`src/rtl/pic_pkg.sv`:
```
// Shared definitions for the interrupt controller: handshake states,
// default sizing and a lowest-set-bit helper used by the priority logic.
package pic_pkg;

  localparam int NUM_IR_DEF       = 8;
  localparam int SPURIOUS_LVL_DEF = 7;
  localparam int LVL_W            = 3;

  // CPU acknowledge handshake states.
  typedef enum logic [2:0] {
    IDLE = 3'd0,
    REQ  = 3'd1,
    ACK1 = 3'd2,
    GAP  = 3'd3,
    ACK2 = 3'd4
  } state_e;

  // Index of the lowest set bit, with a flag telling whether any bit was set.
  typedef struct packed {
    logic             found;
    logic [LVL_W-1:0] idx;
  } lowest_t;

  // Scan from the top down so the last hit is the lowest index (highest priority).
  function automatic lowest_t lowest_set(input logic [NUM_IR_DEF-1:0] vec);
    lowest_t res;
    res.found = 1'b0;
    res.idx   = '0;
    for (int i = NUM_IR_DEF - 1; i >= 0; i--) begin
      if (vec[i]) begin
        res.found = 1'b1;
        res.idx   = LVL_W'(i);
      end
    end
    return res;
  endfunction

endpackage

```
`src/rtl/pic_priority_resolver.sv`:
```
// Fully nested priority resolution: the winner is the lowest-index eligible
// request that outranks the highest-priority level currently in service.
module pic_priority_resolver
  import pic_pkg::*;
#(
  parameter int NUM_IR = NUM_IR_DEF
) (
  input  logic [NUM_IR-1:0] eligible_i,
  input  logic [NUM_IR-1:0] isr_i,
  output logic [LVL_W-1:0]  winner_o,
  output logic              valid_o
);

  lowest_t           isr_low;
  lowest_t           win;
  logic [NUM_IR-1:0] nest_mask;

  // Restrict eligible requests to levels strictly above the in-service level.
  always_comb begin
    // NOTE: every variable gets a default before any branch so no path can hold a stale value (no latch).
    isr_low   = lowest_set(isr_i);
    nest_mask = '1;
    if (isr_low.found) begin
      nest_mask = (NUM_IR'(1) << isr_low.idx) - NUM_IR'(1);
    end
    win      = lowest_set(eligible_i & nest_mask);
    winner_o = win.idx;
    valid_o  = win.found;
  end

endmodule

```
`src/rtl/inta_sequencer.sv`:
```
// CPU-facing interrupt responder: raises INT, runs the two-pulse INTA
// handshake, owns the in-service register and handles EOI / AEOI.
module inta_sequencer
  import pic_pkg::*;
#(
  parameter int NUM_IR       = NUM_IR_DEF,
  parameter int SPURIOUS_LVL = SPURIOUS_LVL_DEF
) (
  input  logic              clk,
  input  logic              reset,
  input  logic [NUM_IR-1:0] irr_in,
  input  logic [NUM_IR-1:0] imr,
  input  logic              inta_n,
  input  logic              eoi,
  input  logic              aeoi,
  input  logic [4:0]        vector_base,
  output logic              int_out,
  output logic [NUM_IR-1:0] irr_clear,
  output logic [NUM_IR-1:0] isr_out,
  output logic [7:0]        data_out,
  output logic              data_oe
);

  state_e            state_q, state_d;
  logic              inta_q;
  logic [LVL_W-1:0]  lvl_q, lvl_d;
  logic              spur_q, spur_d;
  logic [NUM_IR-1:0] isr_q, isr_d;
  logic [NUM_IR-1:0] irr_clear_q, irr_clear_d;
  logic [7:0]        data_out_q, data_out_d;
  logic              data_oe_q, data_oe_d;

  logic [NUM_IR-1:0] eligible;
  logic [LVL_W-1:0]  winner;
  logic              valid;
  logic              inta_fall;
  logic              inta_rise;
  logic              isr_set;
  logic              aeoi_clr;
  lowest_t           eoi_low;

  assign eligible  = irr_in & ~imr;
  assign inta_fall = inta_q & ~inta_n;
  assign inta_rise = ~inta_q & inta_n;

  pic_priority_resolver #(
    .NUM_IR (NUM_IR)
  ) u_resolver (
    .eligible_i (eligible),
    .isr_i      (isr_q),
    .winner_o   (winner),
    .valid_o    (valid)
  );

  // Handshake sequencing: next state, frozen level, clear pulse and vector drive.
  always_comb begin
    state_d     = state_q;
    lvl_d       = lvl_q;
    spur_d      = spur_q;
    irr_clear_d = '0;
    data_out_d  = data_out_q;
    data_oe_d   = data_oe_q;
    isr_set     = 1'b0;
    aeoi_clr    = 1'b0;
    case (state_q)
      IDLE: begin
        if (valid) state_d = REQ;
      end
      REQ: begin
        // The acknowledge wins over a request that vanishes in the same cycle;
        // that case becomes a spurious sequence.
        if (inta_fall) begin
          state_d = ACK1;
          if (valid) begin
            lvl_d       = winner;
            spur_d      = 1'b0;
            irr_clear_d = NUM_IR'(1) << winner;
            isr_set     = 1'b1;
          end else begin
            lvl_d  = LVL_W'(SPURIOUS_LVL);
            spur_d = 1'b1;
          end
        end else if (!valid) begin
          state_d = IDLE;
        end
      end
      ACK1: begin
        if (inta_rise) state_d = GAP;
      end
      GAP: begin
        if (inta_fall) begin
          state_d    = ACK2;
          data_out_d = {vector_base, lvl_q};
          data_oe_d  = 1'b1;
        end
      end
      ACK2: begin
        if (inta_rise) begin
          state_d    = IDLE;
          data_out_d = '0;
          data_oe_d  = 1'b0;
          aeoi_clr   = aeoi & ~spur_q;
        end
      end
      default: state_d = IDLE;
    endcase
  end

  // ISR update: EOI acts on the pre-set value so a freshly acknowledged bit survives.
  always_comb begin
    eoi_low = lowest_set(isr_q);
    isr_d   = isr_q;
    if (eoi && eoi_low.found) isr_d[eoi_low.idx] = 1'b0;
    if (aeoi_clr)             isr_d[lvl_q]       = 1'b0;
    if (isr_set)              isr_d[winner]      = 1'b1;
  end

  // State and output registers with synchronous reset.
  always_ff @(posedge clk) begin
    // NOTE: non-blocking assignments so every register samples pre-edge values regardless of statement order.
    if (reset) begin
      state_q     <= IDLE;
      inta_q      <= 1'b1;
      lvl_q       <= '0;
      spur_q      <= 1'b0;
      isr_q       <= '0;
      irr_clear_q <= '0;
      data_out_q  <= '0;
      data_oe_q   <= 1'b0;
    end else begin
      state_q     <= state_d;
      inta_q      <= inta_n;
      lvl_q       <= lvl_d;
      spur_q      <= spur_d;
      isr_q       <= isr_d;
      irr_clear_q <= irr_clear_d;
      data_out_q  <= data_out_d;
      data_oe_q   <= data_oe_d;
    end
  end

  assign int_out   = (state_q == REQ);
  assign irr_clear = irr_clear_q;
  assign isr_out   = isr_q;
  assign data_out  = data_out_q;
  assign data_oe   = data_oe_q;

endmodule

```
`config.mk`:
```
export PLATFORM = sky130hd
export DESIGN_NAME = inta_sequencer
export DESIGN_NICKNAME = d
export VERILOG_FILES = /design/src/rtl/pic_pkg.sv /design/src/rtl/pic_priority_resolver.sv /design/src/rtl/inta_sequencer.sv
export SDC_FILE = /design/constraint.sdc
export NUM_CORES = 1
export LEC_CHECK = 0
export BUFFER_PORTS_ARGS = -buffer_cell sky130_fd_sc_hd__buf_2
export CORE_AREA = 5 5 59 101
export DETAILED_ROUTE_END_ITERATION = 6
export DIE_AREA = 0 0 64 106
export GPL_TIMING_DRIVEN = 0
export PLACE_DENSITY = 0.61
export RECOVER_POWER = 50
export SYNTH_ARGS = -nofsm -noshare
export SYNTH_HDL_FRONTEND = slang
export SYNTH_SLANG_ARGS = --single-unit
```
`constraint.sdc`:
```
create_clock -name clk -period 2.5 [get_ports clk]
set_input_delay 0.625 -clock clk [delete_from_list [all_inputs] [get_ports clk]]
set_output_delay 0.625 -clock clk [all_outputs]
set_load 0.02 [all_outputs]
```
# Word-level counts from Yosys, hierarchy flattened
# Cells that the tools add are included.
# totals
input_bits	26
register_bits	33
out_inout_bits	26
# classes
shift	2
reduce_logical	10
add_sub_neg	1
bitwise_logic	17
order_cmp	6
eq_ne	9
mux	46
# op_table
operator	n
$mux 4	16
$mux 8	6
$and 8x8->8	4
$not 8->8	3
$mux 3	7
$pmux 8 s2	1
$shl 1x3->8 const A	2
$pmux 3 s5	1
$lt 3x4->1 const B	3
$mux 1	11
$demux 1 s3	3
$ge 3x1->1 const B	3
$or 8x8->8	1
$sub 8x2->8 const B	1
$eq 3x2->1 const B	2
$ne 2x2->1 const B	3
$not 1->1	6
$reduce_and 5->1	1
$logic_and 1x1->1	4
$reduce_or 4->1	1
$and 1x1->1	3
$eq 3x1->1 const B	1
$eq 3x3->1 const B	1
$logic_not 3->1	1
other kinds (6)	6

# Logic depth before layout (Yosys ltp)
# Gate-level depths: netlist of run 1.
# depth
word_depth	26
mapped_depth	11

# Hierarchy
# A second synthesis of run 1 with hierarchy kept.
# unflattened
cells_unflattened	194
area_unflattened_um2	1696.6
# by_module_without_submodules
module	cells_per_inst	area_each_um2	seq_area_each_um2	instances
inta_sequencer	154	1428.9	660.6	1
pic_priority_resolver	40	267.8	0.0	1

# Worst setup path before layout of run 1
# No wires, ideal clock.
# synth_timing
path_kind	register to register
from	register isr_q[3] (netlist: isr_out[3])
to	register state_q[0]
period_less_slack_ps	2889
path_slack_ps	-389
setup_time_ps	122
path_buffers	0
t_arrival_ps	2767
stages_incl_launch_ff	10
t_required_ps	2378
path_cell_list	dfxtp_1 or4_4 o31ai_1 nand2_1 ha_1 a211oi_1 o21ai_2 nor3_1 nand3_1 o311a_1
# synth_via
elab_chain_len	18
elab_cells_between_ends	19
# synth_rtl
item	line_no	source
from (decl)	inta_sequencer.sv:28	logic [NUM_IR-1:0] isr_q, isr_d;
from (signal assigned)	inta_sequencer.sv:135	isr_q <= isr_d;
$mux 4 (*) (4 in series)	pic_pkg.sv:30	if (vec[i]) begin
$shl 1x3->8	pic_priority_resolver.sv:24	nest_mask = (NUM_IR'(1) << isr_low.idx) - NUM_IR'(1);
$sub 8x2->8	pic_priority_resolver.sv:24	
$mux 8 (*)	pic_priority_resolver.sv:23	if (isr_low.found) begin
$and 8x8->8 (*)	pic_priority_resolver.sv:26	win = lowest_set(eligible_i & nest_mask);
$mux 4 (7 in series)	pic_pkg.sv:30	
$mux 4 (*)	pic_pkg.sv:30	
$ne 3x3->1 (no line) / $ne 2x1->1 (equally long branches)	n/a	
$reduce_and 5->1 (no line) (*)	n/a	
to (signal assigned)	inta_sequencer.sv:131	state_q <= state_d;
to (decl)	inta_sequencer.sv:24	state_e state_q, state_d;
# Every way passes the cells marked *; elsewhere a longest branch is shown, timed or not.
# A chain may end at the register's enable or synchronous reset.

# Worst setup path after layout of run 1
# Same ends and word-level chain as after synthesis.

==> reports/qor.txt, run 1 <==
Status = complete, but fails checks
Failing checks = setup timing
Setup violators final = 7
Hold-fix buffers at CTS = 0
Grt met3 use = 0.02960
CP required = 2.68 ns
Setup Crit Path Kind = reg2reg
Crit path max fanout = 5
Slew Limit Fails = 0
RD Place Congestion = 0.8392
FFs w/ async S/R, synth = 0
Commonest non-fill, non-tap cell in the layout = buf_2
Gr busiest metal = met2
Share of layout cells above drive strength 1 = 0.3000
Core ar. = 5124 um2
GRT overflow = 0
Flop2flop setup slack = -0.05 ns
Placed cell areas = 2071 um2
Largest net degree at the start of global routing = 11
Residual DRC = 0
Max rail drop VDD = 0.4398 mV
Synth-to-Final Area Change = 34.34%
DRT antenna net count = 0
Cells after synthesis = 212
CTS tree = built
Register area share after synthesis = 0.3882
Fmax = 392.8 MHz
CP Depth = 9
Syn Std Cell Area = 1702 um2
Syn Area/Cell = 8.027 um2
Starting density of the core = 0.3321
Relative slew slack = 0.4408
P per Cell Area = 516.0 nW/um2
Critical Path AT = 2.73 ns
Final Hold Vio Count = 0
Dpl cells = 317
Max H-tree Level = 2
Critical Path Sink = state_q[0]$_SDFFE_PP0P_
Ys flop type = dfxtp_1
Delay-heaviest family, CP = simple AND/OR/NAND/NOR gates
Post-detail-place hpwl = 3.984 mm
Synth top area cells = dfxtp_1 39%, a21oi_1 6.2%, nand2_1 5.7%
Die X = 64 um
Fill count = 535
First DRT Iteration DRCs = 59
Finished Cell Area = 2286 um2
Avg WL per Cell = 15.30 um
Tcrit/Tclk final = 1.018
Vias in the first global route = 1823
Met1 Resource Use GR = 0.1592
Root buffer cell = clkbuf_8
Commonest cells after routing, fill and taps aside = 31 x buf_2, 28 x dfxtp_1, 26 x clkbuf_1, 23 x nand2_1, 19 x a21oi_1
CTS clk-pin slew, worst paths = 0.07 ns
Fin cells = 335
Die height = 106 um
# nets final = 306
EDFF count, synth = 0
Met2 Resource Use GR = 0.2871
Buf+Inv Stages, Crit Path = 0
Slowest CP cell = or4_4
Fin util = 0.4462
Worst Hold Class = reg2reg
Worst-skew pair later-pin latency = 0.29 ns
Synthesized net count = 239
Initial antenna violation count = 0
Row count = 35
Reg-to-reg critical path startpoint = isr_out[3]$_SDFF_PP0_
Final WS setup = -0.04601 ns
Vias = 1814
GRT Overall Usage = 0.1549
Post-synth top area cell = dfxtp_1
Post-synth top area share = 0.3882
Max-cap violations = 0
WHS = 0.4529 ns
Seq cells post-synth = 33
Reg-to-reg endpoint = state_q[0]$_SDFFE_PP0P_
Worst Tran Pin Value = 0.8350 ns
Sink Count = 33
Endpoint class of the critical path = register
Synth cell types = 50
CTS Buf Count = 5
RSZ-0062 raised after global routing = yes
P_leak = 0.8706 nW
Critical Path, Cell by Cell = or4_4 > o31ai_4 > nand2_2 > ha_4 > a211oi_4 > o21ai_4 > nor3_4 > nand3_2 > o311a_1
FF-to-FF path depth = 9
Fin crit period = 2.546 ns
Max incr delay on CP = 0.55 ns
Port bufs = 50
Die footprint = 6784 um2
First-pass GRT wire length = 8.459 mm
Critical path launch point type = register
Diodes inserted = 0
Setup Skew = 0.006671 ns
Worst Setup SP = isr_out[3]$_SDFF_PP0_
Yosys synthesis warning count = 0
Clock buffer depth = 2
Total wire length = 5.125 mm
IO Count = 52
Vias/cell = 5.415
TritonRoute pass-1 iters = 4
-- cell type report --
type / count / area (um2) / area share
plain buffers: 8 / 35.03 / 0.01533
clock buffers: 6 / 72.57 / 0.03175
clock inverters: 2 / 10.01 / 0.004379
inverters: 4 / 15.01 / 0.006568
multi-input cells: 167 / 1110 / 0.4855
flip-flops and latches: 33 / 669.4 / 0.2928
well taps: 55 / 68.82 / 0.03010
repair buffers: 60 / 305.3 / 0.1336
-- per-stage QoR --
step | total power [mW] | setup TNS, ns | worst slack [ns]
after detailed placement | 0.7677 | -1.797 | -0.2617
after global routing | 1.242 | -1.838 | -0.1888
after floorplan | 0.7028 | -0.1816 | -0.09569
final | 1.180 | -0.1228 | -0.04601
after global placement | 0.7648 | -1.952 | -0.2750
after CTS | 1.173 | -0.3578 | -0.1011
-- Yosys cell counts, drive strengths merged (4+ instances only) --
master  instances
nand3          16
nor4            4
o221ai          5
nand2          28
a21oi          21
nor2           16
o21ai           6
dfxtp          33
nor3            9
clkbuf          7
inv             4
nand2b          8
nor2b           7
nor3b           4
-- layer usage --
layer / vias to the layer above / part of all wire
li1: 913 / -
met1: 841 / 0.37
met2: 51 / 0.55
met3: 9 / 0.051
met4: 0 / 0.026
met5: - / 0
-- what timing repair did --
item / 4_1_cts / 5_1_grt
pin swaps: 10 / 10
buffers inserted: 6 / 4
gates cloned: 0 / 0
gates resized for setup: 9 / 12
endpoints found under the setup margin: 16 / 17
-- power by group --
group,leakage [nW],switching [mW],internal (mW)
logic,0.556,0.140,0.101
clock network,0.0450,0.194,0.193
registers,0.270,0.0140,0.538
-- flip-flops by register name (all words and copies together) (netlist names) --
name       flops
lvl_q          3
spur_q         1
data_out       8
inta_q         1
data_oe        1
isr_out        8
irr_clear      8
state_q        3
-- worst min-delay path, stage by stage, from the launching register on --
cell     delay [ns]
dfxtp_1        0.31
nand2_1        0.05
a21oi_1        0.05
-- worst min path at each step --
| stage | from | to | cells after the start |
|---|---|---|---|
| floorplan | spur_q$_SDFFE_PP0P_ | spur_q$_SDFFE_PP0P_ | 2 |
| global placement | data_out[0]$_SDFFE_PP0P_ | data_out[0]$_SDFFE_PP0P_ | 2 |
| detailed placement | data_out[5]$_SDFFE_PP0P_ | data_out[5]$_SDFFE_PP0P_ | 2 |
| CTS | data_out[5]$_SDFFE_PP0P_ | data_out[5]$_SDFFE_PP0P_ | 2 |
| global route | data_out[3]$_SDFFE_PP0P_ | data_out[3]$_SDFFE_PP0P_ | 2 |
| finish | data_out[7]$_SDFFE_PP0P_ | data_out[7]$_SDFFE_PP0P_ | 2 |
-- logic make-up (layout without fill, tap and decap cells) --
group	count (synthesis)	after routing	synth area share
flip-flops	33	33	0.3882
AND/OR/NAND/NOR	110	110	0.3493
buffers and inverters	12	80	0.02868
adder cells (fa/ha/maj)	1	1	0.007352
XOR/XNOR	1	1	0.005148
AO/OA/AOI/OAI	55	55	0.2213
Power figures use the tool's default switching activity.
==> inputs of run 2 (changes only) <==
--- a/config.mk
+++ b/config.mk
@@ -6,9 +6,9 @@
 export NUM_CORES = 1
 export LEC_CHECK = 0
 export BUFFER_PORTS_ARGS = -buffer_cell sky130_fd_sc_hd__buf_2
-export CORE_AREA = 5 5 59 101
+export CORE_AREA = 5 5 84 71
 export DETAILED_ROUTE_END_ITERATION = 6
-export DIE_AREA = 0 0 64 106
+export DIE_AREA = 0 0 89 76
 export GPL_TIMING_DRIVEN = 0
 export PLACE_DENSITY = 0.61
 export RECOVER_POWER = 50
==> reports/qor.txt, run 2 (synthesized netlist as in run 1, its figures left out) <==
CTS tree = built
Tcrit/Tclk final = 1.051 (+0.03265)
Max H-tree Level = 2 (unchanged)
Critical Path AT = 2.79 ns (+0.06 ns)
Pre-CTS setup slack = -0.2426 ns (+0.01908 ns)
Fin cells = 346 (+3.3%)
P_leak = 0.8918 nW (+2.4%)
Flop2flop setup slack = -0.13 ns (-0.08 ns)
Relative slew slack = 0.4314 (-0.009325)
Worst-skew pair later-pin latency = 0.28 ns (about the same)
Critical path launch point type = register
Core ar. = 5135 um2 (+0.22%)
Fin crit period = 2.628 ns (+0.08162 ns)
Endpoint class of the critical path = register
Total wire length = 5.081 mm (-0.86%)
Vias/cell = 5.358 (-1.0%)
Worst Hold Class = reg2reg
CTS clk-pin slew, worst paths = 0.07 ns (about the same)
GRT overflow = 0 (unchanged)
Final WS setup = -0.1276 ns (-0.08162 ns)
Setup violators final = 11 (+4)
Root buffer cell = clkbuf_8
Hold-fix buffers at CTS = 0 (unchanged)
Die X = 89 um (+39%)
Clock buffer depth = 2 (unchanged)
Die footprint = 6764 um2 (-0.29%)
Final Hold Vio Count = 0 (unchanged)
Dpl cells = 327 (+3.2%)
Status = complete, but fails checks
Failing checks = setup timing
Reg-to-reg critical path startpoint = isr_out[5]$_SDFF_PP0_
Max-cap violations = 0 (unchanged)
CTS Buf Count = 5 (unchanged)
Setup Crit Path Kind = reg2reg
RD Place Congestion = 0.8486 (+1.1%)
Avg WL per Cell = 14.68 um (-4.0%)
WHS Path Cells = 2 (unchanged)
IO Count = 52 (unchanged)
Crit path max fanout = 5 (unchanged)
P per Cell Area = 505.4 nW/um2 (-2.1%)
Largest net degree at the start of global routing = 11 (unchanged)
Vias in the first global route = 1760 (-3.5%)
Finished Cell Area = 2341 um2 (+2.4%)
Commonest non-fill, non-tap cell in the layout = buf_2
Fmax = 380.6 MHz (-3.1%)
Residual DRC = 0 (unchanged)
Commonest cells after routing, fill and taps aside = 32 x buf_2, 27 x dfxtp_1, 26 x clkbuf_1, 24 x nand2_1, 18 x a21oi_1
Reg-to-reg endpoint = state_q[0]$_SDFFE_PP0P_
GRT Overall Usage = 0.1522 (-0.002637)
Setup Skew = 0.006123 ns (-0.0005479 ns)
# nets final = 307 (+0.33%)
Die height = 76 um (-28%)
DRT antenna net count = 0 (unchanged)
Synth-to-Final Area Change = 37.57%
RSZ-0062 raised after global routing = yes
Slew Limit Fails = 0 (unchanged)
Port bufs = 50 (unchanged)
Worst Setup SP = isr_out[5]$_SDFF_PP0_
First-pass GRT wire length = 8.376 mm (-0.98%)
TritonRoute pass-1 iters = 4 (unchanged)
Diodes inserted = 0 (unchanged)
Initial antenna violation count = 0 (unchanged)
Placed cell areas = 2083 um2 (+0.60%)
Vias = 1854 (+2.2%)
First DRT Iteration DRCs = 105 (+78%)
Critical Path Sink = state_q[0]$_SDFFE_PP0P_
Max rail drop VDD = 0.3870 mV (-12%)
Worst Tran Pin Value = 0.8489 ns (+0.01392 ns)
Sink Count = 33 (unchanged)
Fin util = 0.4559 (+0.009743)
Starting density of the core = 0.3314 (-0.0007283)
CP required = 2.67 ns (about the same)
Share of layout cells above drive strength 1 = 0.3060 (+0.006050)
Post-detail-place hpwl = 3.679 mm (-7.6%)
FF-to-FF path depth = 9 (unchanged)
Row count = 24 (-31%)
run 2: worst min-delay path by stage:
stage	start	slack (ns)	to
after CTS	data_out[4]$_SDFFE_PP0P_	0.45	data_out[4]$_SDFFE_PP0P_
after floorplan	spur_q$_SDFFE_PP0P_	0.44	spur_q$_SDFFE_PP0P_
after global placement	data_out[0]$_SDFFE_PP0P_	0.44	data_out[0]$_SDFFE_PP0P_
after global routing	data_out[0]$_SDFFE_PP0P_	0.48	data_out[0]$_SDFFE_PP0P_
after detailed placement	data_out[4]$_SDFFE_PP0P_	0.44	data_out[4]$_SDFFE_PP0P_
final	data_out[4]$_SDFFE_PP0P_	0.45	data_out[4]$_SDFFE_PP0P_
run 2: power breakdown:
| group | leakage [nW] | internal [mW] | total (mW) | switching [mW] |
|---|---|---|---|---|
| sequential | 0.271 | 0.536 | 0.550 | 0.0138 |
| combinational | 0.576 | 0.105 | 0.251 | 0.146 |
| clock | 0.0450 | 0.193 | 0.382 | 0.189 |
| total | 0.892 | 0.834 | 1.18 | 0.349 |
run 2: through the flow:
step                      total power [mW]  hold slack, ns  setup TNS (ns)
after global routing                 1.250          0.4825          -2.265
final                                1.183          0.4526         -0.7158
after floorplan                     0.7028          0.4450         -0.1816
after CTS                            1.179          0.4493         -0.3980
after global placement              0.7626          0.4355          -2.096
after detailed placement            0.7657          0.4404          -2.057
run 2: routing by layer:
layer | global-route usage | routed length (um)
met1 | 0.2156 | 2361
met4 | 0.03423 | 42
met3 | 0.04324 | 419
met5 | 0 | 0
met2 | 0.2285 | 2258
run 2: repair_timing:
item / 4_1_cts / 5_1_grt
setup buffers: 7 / 4
pin swaps: 13 / 13
endpoints found under the setup margin: 18 / 15
gates resized for setup: 11 / 14
run 2: cell type report:
| cell class | count | area, um2 |
|---|---|---|
| clock buffers | 6 | 72.57 |
| flip-flops and latches | 33 | 675.6 |
| clock inverters | 2 | 10.01 |
| plain buffers | 8 | 33.78 |
| fillers | 531 | 2794 |
| inverters | 4 | 15.01 |
| multi-input cells | 167 | 1139 |
| well taps | 65 | 81.33 |
| repair buffers | 61 | 314.1 |
run 2: worst max-delay path: stages, from the launching register on:
cell,delay [ns]
dfxtp_4,0.35
or4_4,0.55
o31ai_4,0.28
nand2_2,0.10
ha_4,0.20
a211oi_4,0.24
o21ai_4,0.12
nor3_4,0.22
nand3_2,0.11
o311a_1,0.33
